## config.mk

```make
export PLATFORM = sky130hd
export DESIGN_NAME = chunked_rca_adder_flat
export DESIGN_NICKNAME = d
export VERILOG_FILES = /design/src/rtl/chunked_rca_adder_pkg.sv /design/src/rtl/chunked_rca_adder_if.sv /design/src/rtl/chunked_rca_adder_rca_chunk.sv /design/src/rtl/chunked_rca_adder.sv /design/src/flat_wrapper.sv
export SDC_FILE = /design/constraint.sdc
export NUM_CORES = 1
export LEC_CHECK = 0
export ABC_AREA = 1
export CORE_AREA = 2 2 79 81
export CTS_CLUSTER_DIAMETER = 40
export DETAILED_ROUTE_END_ITERATION = 12
export DIE_AREA = 0 0 81 83
export PLACE_DENSITY_LB_ADDON = 0.12
export SLEW_MARGIN = 10
export SYNTH_ARGS = -nofsm -noshare
export SYNTH_HDL_FRONTEND = slang
export SYNTH_HIERARCHICAL = 1
export SYNTH_SLANG_ARGS = --single-unit
```

## constraint.sdc

```tcl
create_clock -name clk -period 4 [get_ports clk]
set_clock_uncertainty 0.05 [all_clocks]
set_input_delay 0.8 -clock clk [delete_from_list [all_inputs] [get_ports clk]]
set_output_delay 0.8 -clock clk [all_outputs]
set_load 0.1 [all_outputs]
```

## src/rtl/chunked_rca_adder_pkg.sv

```systemverilog
// Shared types and helpers for the chunked ripple-carry adder/subtractor.
package chunked_rca_pkg;

  typedef enum logic [1:0] {
    IDLE,
    RUN,
    DONE
  } state_t;

  // Width of the chunk counter: max(1, clog2(n)) so a single-chunk adder still has a 1-bit counter.
  function automatic int cnt_width(input int n);
    return (n > 1) ? $clog2(n) : 1;
  endfunction

endpackage

```

## src/rtl/chunked_rca_adder_if.sv

```systemverilog
// Operand/result handshake bundle between producers, the adder and consumers.
interface chunked_rca_adder_if #(
  parameter int WIDTH = 16
);
  logic             in_valid;
  logic             in_ready;
  logic [WIDTH-1:0] a;
  logic [WIDTH-1:0] b;
  logic             cin;
  logic             sub;
  logic             out_valid;
  logic             out_ready;
  logic [WIDTH-1:0] sum;
  logic             cout;
  logic             ovf;

  modport master (
    output in_valid, a, b, cin, sub, out_ready,
    input  in_ready, out_valid, sum, cout, ovf
  );

  modport slave (
    input  in_valid, a, b, cin, sub, out_ready,
    output in_ready, out_valid, sum, cout, ovf
  );
endinterface

```

## src/rtl/chunked_rca_adder_rca_chunk.sv

```systemverilog
// Combinational CHUNK-bit ripple-carry adder built from full-adder equations.
module rca_chunk #(
  parameter int CHUNK = 4
) (
  input  logic [CHUNK-1:0] a,
  input  logic [CHUNK-1:0] b,
  input  logic             cin,
  output logic [CHUNK-1:0] sum,
  output logic             cout,
  output logic             c_msb
);

  logic [CHUNK:0] c;

  // NOTE: every variable gets a default before the loop so no path leaves it unassigned (no latch).
  always_comb begin
    c    = '0;
    sum  = '0;
    c[0] = cin;
    for (int i = 0; i < CHUNK; i++) begin
      sum[i]   = a[i] ^ b[i] ^ c[i];
      c[i+1]   = (a[i] & b[i]) | (c[i] & (a[i] ^ b[i]));
    end
  end

  assign cout  = c[CHUNK];
  assign c_msb = c[CHUNK-1];

endmodule

```

## src/rtl/chunked_rca_adder.sv

```systemverilog
// Multi-cycle adder/subtractor: one CHUNK-bit ripple slice per clock, carry held in a register.
module chunked_rca_adder
  import chunked_rca_pkg::*;
#(
  parameter int WIDTH = 16,
  parameter int CHUNK = 4
) (
  input  logic                clk,
  input  logic                rst,
  chunked_rca_adder_if.slave  bus
);

  localparam int NCHUNK = WIDTH / CHUNK;
  localparam int CW     = cnt_width(NCHUNK);
  localparam logic [CW-1:0] LAST = CW'(NCHUNK - 1);

  if (CHUNK < 1 || CHUNK > WIDTH || (WIDTH % CHUNK) != 0) begin : g_bad_params
    $error("chunked_rca_adder: WIDTH must be a positive multiple of CHUNK");
  end

  state_t           state;
  logic [CW-1:0]    cnt;
  logic             carry;
  logic [WIDTH-1:0] a_q;
  logic [WIDTH-1:0] b_q;
  logic [WIDTH-1:0] sum_q;
  logic             cout_q;
  logic             ovf_q;
  logic             out_valid_q;
  logic             in_ready_q;

  logic [CHUNK-1:0] a_c;
  logic [CHUNK-1:0] b_c;
  logic [CHUNK-1:0] s_c;
  logic             c_out;
  logic             c_msb;

  // Single shared slice; the counter selects which chunk of the operands it sees.
  assign a_c = a_q[int'(cnt)*CHUNK +: CHUNK];
  assign b_c = b_q[int'(cnt)*CHUNK +: CHUNK];

  rca_chunk #(.CHUNK(CHUNK)) u_chunk (
    .a     (a_c),
    .b     (b_c),
    .cin   (carry),
    .sum   (s_c),
    .cout  (c_out),
    .c_msb (c_msb)
  );

  // NOTE: state registers use non-blocking assignments so every flop samples pre-edge values.
  always_ff @(posedge clk or posedge rst) begin
    if (rst) begin
      state       <= IDLE;
      cnt         <= '0;
      carry       <= 1'b0;
      a_q         <= '0;
      b_q         <= '0;
      sum_q       <= '0;
      cout_q      <= 1'b0;
      ovf_q       <= 1'b0;
      out_valid_q <= 1'b0;
      in_ready_q  <= 1'b0;
    end else begin
      case (state)
        IDLE: begin
          in_ready_q <= 1'b1;
          if (bus.in_valid && in_ready_q) begin
            // Subtraction becomes a + ~b + ~cin, i.e. a - b - borrow.
            a_q        <= bus.a;
            b_q        <= bus.sub ? ~bus.b : bus.b;
            carry      <= bus.sub ^ bus.cin;
            cnt        <= '0;
            in_ready_q <= 1'b0;
            state      <= RUN;
          end
        end
        RUN: begin
          sum_q[int'(cnt)*CHUNK +: CHUNK] <= s_c;
          carry <= c_out;
          if (cnt == LAST) begin
            cout_q      <= c_out;
            ovf_q       <= c_msb ^ c_out;
            out_valid_q <= 1'b1;
            state       <= DONE;
          end else begin
            cnt <= cnt + CW'(1);
          end
        end
        DONE: begin
          if (bus.out_ready) begin
            out_valid_q <= 1'b0;
            in_ready_q  <= 1'b1;
            state       <= IDLE;
          end
        end
        default: state <= IDLE;
      endcase
    end
  end

  assign bus.in_ready  = in_ready_q;
  assign bus.out_valid = out_valid_q;
  assign bus.sum       = sum_q;
  assign bus.cout      = cout_q;
  assign bus.ovf       = ovf_q;

endmodule

```

## src/flat_wrapper.sv

```systemverilog
// flat-port wrapper written by rule: the top's interface ports become plain ports
module chunked_rca_adder_flat import chunked_rca_pkg::*;
#(
  parameter int WIDTH = 16,
  parameter int CHUNK = 4
)
  (clk, rst, bus_in_valid, bus_a, bus_b, bus_cin, bus_sub, bus_out_ready, bus_in_ready, bus_out_valid, bus_sum, bus_cout, bus_ovf);
  chunked_rca_adder_if #(.WIDTH(WIDTH)) bus_i ();
  input  logic clk;
  input  logic rst;
  input wire logic [$bits(bus_i.in_valid)-1:0] bus_in_valid;
  input wire logic [$bits(bus_i.a)-1:0] bus_a;
  input wire logic [$bits(bus_i.b)-1:0] bus_b;
  input wire logic [$bits(bus_i.cin)-1:0] bus_cin;
  input wire logic [$bits(bus_i.sub)-1:0] bus_sub;
  input wire logic [$bits(bus_i.out_ready)-1:0] bus_out_ready;
  output wire logic [$bits(bus_i.in_ready)-1:0] bus_in_ready;
  output wire logic [$bits(bus_i.out_valid)-1:0] bus_out_valid;
  output wire logic [$bits(bus_i.sum)-1:0] bus_sum;
  output wire logic [$bits(bus_i.cout)-1:0] bus_cout;
  output wire logic [$bits(bus_i.ovf)-1:0] bus_ovf;
  assign bus_i.in_valid = bus_in_valid;
  assign bus_i.a = bus_a;
  assign bus_i.b = bus_b;
  assign bus_i.cin = bus_cin;
  assign bus_i.sub = bus_sub;
  assign bus_i.out_ready = bus_out_ready;
  assign bus_in_ready = bus_i.in_ready;
  assign bus_out_valid = bus_i.out_valid;
  assign bus_sum = bus_i.sum;
  assign bus_cout = bus_i.cout;
  assign bus_ovf = bus_i.ovf;
  chunked_rca_adder #(.WIDTH(WIDTH), .CHUNK(CHUNK)) u_core (.clk(clk), .rst(rst), .bus(bus_i));
endmodule
```

== After elaboration in Yosys (flattened, before gate mapping) ==
Index checks and enable logic that the tools add are counted.

* Register bits: 57
* Bits in latches: 0
* Bits in writable memories: 0
* Bits in read-only memories: 0
* Bits of input ports: 38
* Logic and storage cells: 75
* Memories kept: 0

* Add/sub/neg operators: 2
* $mul: 0
* Divide/modulo/power cells: 0
* Magnitude comparators: 0
* Equal/unequal tests: 7
* Shift-type cells: 4
* Multiplexer cells: 17
* Bitwise logic cells: 23
* Reduce and logical (&&, ||, !) cells: 12

{| class="wikitable"
|+ Operators by type and width
! kind !! count
|-
| 4-bit negator with 33-bit output || 1
|-
| 4-bit by 33-bit variable shift with 16-bit output, first input constant || 1
|-
| 4-bit by 33-bit variable part select with 16-bit output || 1
|-
| 16-bit by 5-bit variable part select with 4-bit output || 2
|-
| 16-bit bitwise mux || 1
|-
| 16-bit 2-to-1 mux || 1
|-
| 16-bit inverter || 1
|-
| 2-bit 2-to-1 mux || 5
|-
| 1-bit bitwise XOR || 10
|-
| 3-bit AND reduction || 3
|-
| 1-bit bitwise AND || 8
|-
| 2-bit AND reduction || 4
|-
| 1-bit one-hot mux with 2 select lines || 3
|-
| 2-bit one-hot mux with 3 select lines || 1
|-
| 2-bit nonzero test || 3
|-
| 1-bit 2-to-1 mux || 5
|-
| 2-bit == test, second input constant || 2
|-
| 2-bit by 1-bit != test with 1-bit output, second input constant || 2
|-
| 2-bit != test, second input constant || 2
|-
| 1-bit bitwise OR || 4
|-
| 2-bit one-hot mux with 2 select lines || 1
|-
| 2-bit by 1-bit adder with 2-bit output, second input constant || 1
|-
| 2-bit by 1-bit == test with 1-bit output, second input constant || 1
|-
| 2-bit zero test || 1
|-
| 1-bit logical AND || 1
|}

== Logic depth before layout (Yosys ltp) ==
Gate-level depths: netlist of run 1.

* Word-level depth: 11
* Gate-level depth with buffers: 15

== By module ==
Netlist of run 1, hierarchy kept.

{| class="wikitable"
|+ Modules (own cells, without submodules)
! module !! times used !! cells an instance !! area an instance (um2) !! sequential area each (um2)
|-
| chunked_rca_adder || 1 || 328 || 2776.4 || 1426.4
|-
| rca_chunk || 1 || 12 || 110.1 || 0.0
|}

== Worst setup path after synthesis of run 1 ==
OpenSTA, ideal clock, no wires.

* Kind: register -> register
* Start: register u_core.cnt[0]
* End: register u_core.sum_q[7] (netlist: u_core/bus.sum[7])
* Setup time: 122 ps
* Arrival time: 2763 ps
* Data required time: 3828 ps
* Path slack: 1065 ps
* Stages on the path, launching flop included: 15
* Buffers on the path: 1
* Clock period less this slack: 2935 ps
* Path through: dfrtp_1 -> inv_1 -> clkbuf_1 -> nor2_1 -> o22ai_1 -> fa_1 -> inv_1 -> fa_1 -> fa_1 -> inv_1 -> fa_1 -> nand2_1 -> inv_1 -> nand3_1 -> nand2_1

* Longest elaborated chain between the ends: 11

{| class="wikitable"
|+ RTL lines
! item !! line !! RTL
|-
| from (decl) || chunked_rca_adder.sv:22 || <nowiki>logic [CW-1:0] cnt;</nowiki>
|-
| from (signal assigned) || chunked_rca_adder.sv:87 || <nowiki>cnt <= cnt + CW'(1);</nowiki>
|-
| 16-bit by 5-bit variable part select with 4-bit output (*) || chunked_rca_adder.sv:40 || <nowiki>assign b_c = b_q[int'(cnt)*CHUNK +: CHUNK];</nowiki>
|-
| named net u_core.b_c[0] || chunked_rca_adder.sv:33 || <nowiki>logic [CHUNK-1:0] b_c;</nowiki>
|-
| 1-bit bitwise XOR || chunked_rca_adder_rca_chunk.sv:22 || <nowiki>c[i+1] = (a[i] & b[i]) | (c[i] & (a[i] ^ b[i]));</nowiki>
|-
| 1-bit bitwise AND || chunked_rca_adder_rca_chunk.sv:22 ||
|-
| 1-bit bitwise OR (*) || chunked_rca_adder_rca_chunk.sv:22 ||
|-
| 1-bit bitwise AND (*) || chunked_rca_adder_rca_chunk.sv:22 ||
|-
| 1-bit bitwise OR (*) || chunked_rca_adder_rca_chunk.sv:22 ||
|-
| 1-bit bitwise AND (*) || chunked_rca_adder_rca_chunk.sv:22 ||
|-
| 1-bit bitwise OR (*) || chunked_rca_adder_rca_chunk.sv:22 ||
|-
| named net u_core.c_msb || chunked_rca_adder.sv:36 || <nowiki>logic c_msb;</nowiki>
|-
| 1-bit bitwise XOR (*) || chunked_rca_adder_rca_chunk.sv:21 || <nowiki>sum[i] = a[i] ^ b[i] ^ c[i];</nowiki>
|-
| named net u_core.s_c[3] || chunked_rca_adder.sv:34 || <nowiki>logic [CHUNK-1:0] s_c;</nowiki>
|-
| 4-bit by 33-bit variable part select with 16-bit output (*) || chunked_rca_adder.sv:79 || <nowiki>sum_q[int'(cnt)*CHUNK +: CHUNK] <= s_c;</nowiki>
|-
| 16-bit bitwise mux (*) || chunked_rca_adder.sv:79 ||
|-
| to (signal assigned) || chunked_rca_adder.sv:59 || <nowiki>sum_q <= '0;</nowiki>
|-
| to (signal, indexed assignment) || chunked_rca_adder.sv:79 ||
|-
| to (decl) || chunked_rca_adder.sv:26 || <nowiki>logic [WIDTH-1:0] sum_q;</nowiki>
|}

The timed path passes the listed nets; every way through them passes the cells marked *.
A chain may end at the register's enable or synchronous reset.

== Final worst setup path of run 1 ==
* Start: register u_core.cnt[0]
* End: register u_core.sum_q[15] (netlist: u_core/bus.sum[15])

* Longest elaborated chain between the ends: 11

{| class="wikitable"
|+ RTL lines
! item !! line !! RTL
|-
| 16-bit by 5-bit variable part select with 4-bit output (*) || chunked_rca_adder.sv:39 || <nowiki>assign a_c = a_q[int'(cnt)*CHUNK +: CHUNK];</nowiki>
|-
| named net u_core.a_c[0] || chunked_rca_adder.sv:32 || <nowiki>logic [CHUNK-1:0] a_c;</nowiki>
|-
| 1-bit bitwise XOR || chunked_rca_adder_rca_chunk.sv:22 ||
|-
| 1-bit bitwise AND || chunked_rca_adder_rca_chunk.sv:22 ||
|-
| 1-bit bitwise OR (*) || chunked_rca_adder_rca_chunk.sv:22 ||
|-
| 1-bit bitwise AND (*) || chunked_rca_adder_rca_chunk.sv:22 ||
|-
| 1-bit bitwise OR (*) || chunked_rca_adder_rca_chunk.sv:22 ||
|-
| 1-bit bitwise AND (*) || chunked_rca_adder_rca_chunk.sv:22 ||
|-
| 1-bit bitwise OR (*) || chunked_rca_adder_rca_chunk.sv:22 ||
|-
| named net u_core.c_msb || chunked_rca_adder.sv:36 ||
|-
| 1-bit bitwise XOR (*) || chunked_rca_adder_rca_chunk.sv:21 ||
|-
| named net u_core.s_c[3] || chunked_rca_adder.sv:34 ||
|-
| 4-bit by 33-bit variable part select with 16-bit output (*) || chunked_rca_adder.sv:79 ||
|-
| 16-bit bitwise mux (*) || chunked_rca_adder.sv:79 ||
|}

Marked as above.

==> results.yml, run 1 <==
cts:
  cts_tree: "done"
  cts.htree.levels: 3
  cts_hold_buf: 0
  postCtsSetupBuffers: 0
  clock-root-buffer: "clkbuf_8"
  cts_resized: 0
  cts_made_buffers: 9
  clockBufferDepth: 2
  cts_sinks: 57
  clkLatencyLatePin_ns: 0.33
  clkTransAtPathRegs_ns: 0.06
min_path:
  hold_class: "reg -> reg"
  hold_start: "u_core/a_q[5]"
  whs_path_depth: 2
  min_to: "u_core/a_q[5]"
placement:
  post-place-ws_ns: 0.744
  dpl.hpwl_microns: 4370
  place_inst: 460
  numPortBuffers: 57
  gp_congestion: 0.884
global_route:
  overflow: 0
  track_usage_pct: 20.1
  grt_max_degree: 49
  grt_pass1_vias: 2275
  grt_pass1_wl_microns: 10500
  antenna_found_initial: 0
synth:
  synth.avg_cell_area_sq_um: 8.49
  postSynthCellCount: 340
  syn-cell-area_sq_um: 2890
  yosysWarnings: 6
  synth_nets: 387
  synth_seq_cells: 57
  yosys.cell_types.count: 27
  ys_top_cells_by_area: "dfrtp_1, nand2_1, o21ai_0"
  yosys.area.top_type_share_pct: 49.4
  ys_seq_area_share_pct: 49.4
  yosysTopAreaCell: "dfrtp_1"
layout:
  syn_to_final_growth_pct: 27.2
  layout.nets: 443
  fillCellCount: 535
  multi_input_area_sq_um: 1230
  layout-drive-gt1-share_pct: 6.98
  seq_area_sq_um: 1430
  post-route-util_pct: 63.1
  fin_cells: 476
  antenna_cells: 0
worst_setup_path:
  crit_arrival_ns: 3.46
  slowest_stage: "fa_1"
  critical_path_class: "reg -> reg"
  cp.depth: 13
  ff2ff_setup_slack_ns: 0.71
  cp_slowest_stage_delay_ns: 0.47
  reg2reg_to: "u_core/bus.sum[15]"
  critPathLaunchType: "flop"
  path_buf_inv: 4
  crit_family: "adder cells"
  r2r_start: "u_core/cnt[0]"
  end_kind: "flop"
  cp.required_ns: 4.17
  crit_path_cell_trace: "inv_1 -> o21ai_0 -> o21ai_0 -> fa_1 -> inv_1 -> fa_1 -> fa_1 -> inv_1 -> fa_1 -> nand2_1 -> inv_1 -> nand3_1 -> nand2_1"
  r2r.worst_path.cells: 13
  worstPathMaxFanout: 24
routing:
  wl_per_cell_microns: 12.6
  vias: 2387
  wl_microns: 6020
  drt_iter0_drc: 147
  drc: 0
  postRouteAntennaNets: 0
  drtPass1Iterations: 4
  viasPerCell: 5.01
floorplanning:
  initial_core_util_pct: 49.6
  dieArea_sq_um: 6720
  die_y_microns: 83
  core.rowCount: 28
  die_x_microns: 81
  core_area_sq_um: 5820
  ios: 58
pwr:
  p_per_area_nw_per_um2: 955
  p_leak_nw: 1.78
  ir_drop_uv: 534
sta:
  max_freq_ghz: 0.304
  hold_ws_ns: 0.432
  setup_viol: 0
  finalSetupTns_ns: 0
  rsz0062_at_grt: "no"
  finalHoldViolCount: 0
  setup_ws_ns: 0.707
  slew_violations: 0
  period_minus_slack_ns: 3.29
  relSlewSlack_pct: 35.4
  max_slew.worst_pin.slew_ns: 0.967
  finalCritPeriodShare_pct: 82.3
status:
  outcome: "finished, final reports clean"
run:
  cap_violations: 0
cells in the final DEF, fill, tap and decap left out:
cell type / count
a21oi_1: 4
buf_4: 3
bufinv_16: 1
clkbuf_1: 2
clkbuf_8: 12
clkdlybuf4s50_1: 57
clkinv_2: 1
dfrtp_1: 57
fa_1: 4
ha_1: 5
inv_1: 30
inv_2: 3
nand2_1: 102
nand2_2: 2
nand3_1: 16
nand3_2: 1
nand4_1: 1
nor2_1: 17
nor2_2: 2
nor2_4: 2
o211ai_1: 1
o21ai_0: 42
o21ai_1: 12
o21ai_2: 1
o22ai_1: 4
o31ai_1: 1
or2_0: 1
xnor2_1: 17
metal layers:
layer	vias to the layer above	share of wire (%)	global-route usage, %
met4	0	1.5	8.78
met3	9	4.4	5.43
met2	65	48	30.7
met5	-	0	0
met1	1125	46	26.7
li1	1188	-	-
area by class of cell:
class                   count  area share, %
repair buffers             60           16.1
clock inverters             2          0.954
multi-input cells         235           33.4
clock buffers              14           4.70
well taps                  75           2.56
flip-flops and latches     57           38.8
inverters                  33           3.37
state kept, by name, indices dropped and copies added (netlist names):
name	count
u_core/carry	1
u_core/cnt	2
u_core/bus.out_valid	1
u_core/bus.ovf	1
u_core/bus.cout	1
u_core/state	2
u_core/a_q	16
u_core/b_q	16
u_core/bus.in_ready	1
u_core/bus.sum	16
cell families (layout without fill, tap and decap cells):
| family | after synthesis | count (layout) | synth area share, % |
|---|---|---|---|
| XOR/XNOR | 17 | 17 | 5.16 |
| AND/OR/NAND/NOR | 144 | 144 | 20.7 |
| buffers and inverters | 48 | 109 | 8.06 |
| flip-flops | 57 | 57 | 49.4 |
| AO/OA/AOI/OAI | 65 | 65 | 11.7 |
| adder cells (fa/ha/maj) | 9 | 9 | 4.94 |
Yosys cell counts:
cell type / instances
nand2_1: 102
dfrtp_1: 57
o21ai_0: 42
inv_1: 31
nor2_1: 17
xnor2_1: 17
nand3_1: 16
o21ai_1: 12
buf_2: 5
buf_6: 5
ha_1: 5
a21oi_1: 4
fa_1: 4
o22ai_1: 4
buf_4: 2
clkbuf_1: 2
inv_2: 2
nand2_2: 2
nor2_2: 2
nor2_4: 2
clkbuf_2: 1
nand3_2: 1
nand4_1: 1
o211ai_1: 1
o21ai_2: 1
o31ai_1: 1
or2_0: 1
how the worst max path moves through the flow:
stage | startpoint | endpoint | slack [ns]
floorplan | u_core/cnt[0] | u_core/bus.sum[7] | 1.07
global placement | u_core/cnt[0] | u_core/bus.sum[15] | 0.85
detailed placement | u_core/cnt[0] | u_core/bus.sum[7] | 0.74
CTS | u_core/cnt[0] | u_core/bus.sum[7] | 0.72
global route | u_core/cnt[0] | u_core/bus.sum[15] | 0.49
finish | u_core/cnt[0] | u_core/bus.sum[15] | 0.71
per-stage QoR:
step	total power, mW	instance area [sq um]
after floorplan	2.50	2890
after global placement	2.92	3460
after detailed placement	2.95	3460
after CTS	3.52	3670
after global routing	3.78	3670
final	3.51	3670
where the power goes:
part	internal (mW)	switching, mW
registers	0.827	0.147
logic	0.568	1.41
clock network	0.338	0.216
worst reg2reg max path, stage by stage, from the launching register on:
cell	delay (ns)
dfrtp_1	0.37
inv_1	0.45
o21ai_0	0.15
o21ai_0	0.28
fa_1	0.22
inv_1	0.05
fa_1	0.38
fa_1	0.38
inv_1	0.12
fa_1	0.47
nand2_1	0.09
inv_1	0.05
nand3_1	0.08
nand2_1	0.05
(Power assumes the default switching activity.)
==> run 2: changes to the inputs <==
- clock period: 4 -> 3.16 ns (I/O delays scaled with it)
==> run 2 against run 1 <==
Final area decreased by 0.55%. Sequential cell count stayed put. Register-to-register slack worse by 0.47 ns. Sequential share of layout area rose by 0.21 points. Total power up 25%. Die area unchanged. Largest cell class unchanged.
==> results.yml, run 2 (synthesis gave the netlist of run 1 again) <==
status:
  outcome: "finished, final reports clean"
placement:
  numPortBuffers: 57
  gp_congestion: 0.829
  placed_area_sq_um: 3460
  place_inst: 464
  dpl.hpwl_microns: 4340
cts:
  cts_tree: "done"
  clockBufferDepth: 2
  postCtsSetupBuffers: 0
  clkLatencyLatePin_ns: 0.33
  cts_sinks: 57
  clkTransAtPathRegs_ns: 0.06
  cts.htree.levels: 3
  clock-root-buffer: "clkbuf_8"
  cts_made_buffers: 9
  cts_hold_buf: 0
  cts_resized: 0
worst_setup_path:
  worstPathMaxFanout: 21
  critPathLaunchType: "flop"
  crit_arrival_ns: 3.09
  end_kind: "flop"
  cp.required_ns: 3.32
  critical_path_class: "reg -> reg"
floorplanning:
  core_area_sq_um: 5820
  core.rowCount: 28
  die_x_microns: 81
  die_y_microns: 83
  ios: 58
  initial_core_util_pct: 49.6
  dieArea_sq_um: 6720
layout:
  seq_area_sq_um: 1430
  multi_input_area_sq_um: 1230
  fin_area_sq_um: 3650
  layout-drive-gt1-share_pct: 13.1
  post-route-util_pct: 62.8
  final_common_cell: "nand2_1"
  final_cell_mix: "nand2_1, dfrtp_1, o21ai_0"
  fin_cells: 479
  syn_to_final_growth_pct: 26.5
  layout.nets: 447
  fillCellCount: 522
  antenna_cells: 0
global_route:
  grt_pass1_wl_microns: 10100
  track_usage_pct: 19.4
  grt_max_degree: 49
  overflow: 0
  grt_pass1_vias: 2255
  antenna_found_initial: 0
sta:
  finalHoldViolCount: 0
  setup_viol: 0
  period_minus_slack_ns: 2.92
  slew_violations: 0
  rsz0062_at_grt: "no"
  max_slew.worst_pin.slew_ns: 0.592
  finalSetupTns_ns: 0
  finalCritPeriodShare_pct: 92.5
  max_freq_ghz: 0.342
  relSlewSlack_pct: 60.5
routing:
  drc: 0
  vias: 2320
  drtPass1Iterations: 4
  route.top_layer_used: "met4"
  wl_microns: 5900
  wl_met2_microns: 2720
  wl_per_cell_microns: 12.3
  drt_iter0_drc: 111
  route.met3.wl_microns: 245
  viasPerCell: 4.84
  postRouteAntennaNets: 0
  drt-met1-wl_microns: 2790
pwr:
  ir_drop_uv: 682
  power_mw: 4.38
  p_leak_nw: 1.83
  p_per_area_nw_per_um2: 1200
min_path:
  hold_class: "reg -> reg"
run:
  cap_violations: 0
==> run 2: cell types whose count changed in the layout (fill, tap and decap cells not counted), sizes merged <==
cell,change
buf,+24
clkdlybuf4s50,-20
clkinv,+1
clkbuf,-2
==> run 2: power breakdown <==
part | total, mW | switching [mW] | internal [mW] | leakage [nW]
sequential | 1.23 | 0.180 | 1.05 | 0.730
combinational | 2.49 | 1.77 | 0.712 | 0.997
clock | 0.667 | 0.267 | 0.400 | 0.102
total | 4.38 | 2.22 | 2.16 | 1.83
==> run 2: layout make-up <==
| cell class | instances | share of cell area, % |
|---|---|---|
| clock buffers | 12 | 4.25 |
| inverters | 33 | 3.39 |
| well taps | 75 | 2.57 |
| clock inverters | 3 | 1.10 |
| flip-flops and latches | 57 | 39.1 |
| multi-input cells | 235 | 33.6 |
| repair buffers | 64 | 16.0 |
==> run 2: metal layers <==
| metal | GRT usage (%) | up-vias |
|---|---|---|
| li1 | - | 1198 |
| met2 | 29.2 | 58 |
| met5 | 0 | - |
| met3 | 4.02 | 14 |
| met1 | 26.0 | 1050 |
| met4 | 10.6 | 0 |
==> run 2: critical path, stage by stage (launching register included) <==
cell     delay, ns
dfrtp_1       0.36
buf_4         0.24
nor2_1        0.06
o21ai_0       0.26
fa_1          0.22
inv_1         0.05
fa_1          0.38
fa_1          0.37
inv_1         0.10
fa_1          0.46
nand2_1       0.09
inv_1         0.05
nand3_1       0.08
nand2_1       0.05
==> run 2: through the flow <==
step / hold WS [ns] / worst slack, ns
global placement: 0.414 / 0.267
CTS: 0.432 / 0.159
finish: 0.428 / 0.238
detailed placement: 0.416 / 0.172
global route: 0.460 / 0.0204
floorplan: 0.394 / 0.225
==> run 2: final timing paths <==
| check | start | end | slack, ns | depth (start not counted) |
|---|---|---|---|---|
| worst min register to register | u_core/a_q[5] | u_core/a_q[5] | 0.43 | 2 |
| worst max register to register | u_core/cnt[0] | u_core/bus.sum[15] | 0.24 | 13 |
| max in group asynchronous | rst | u_core/b_q[2] | 1.84 | 3 |
| worst min-delay path | u_core/a_q[5] | u_core/a_q[5] | 0.43 | 2 |
| min in group asynchronous | rst | u_core/bus.sum[13] | 0.65 | 2 |
| worst max-delay path | u_core/cnt[0] | u_core/bus.sum[15] | 0.24 | 13 |
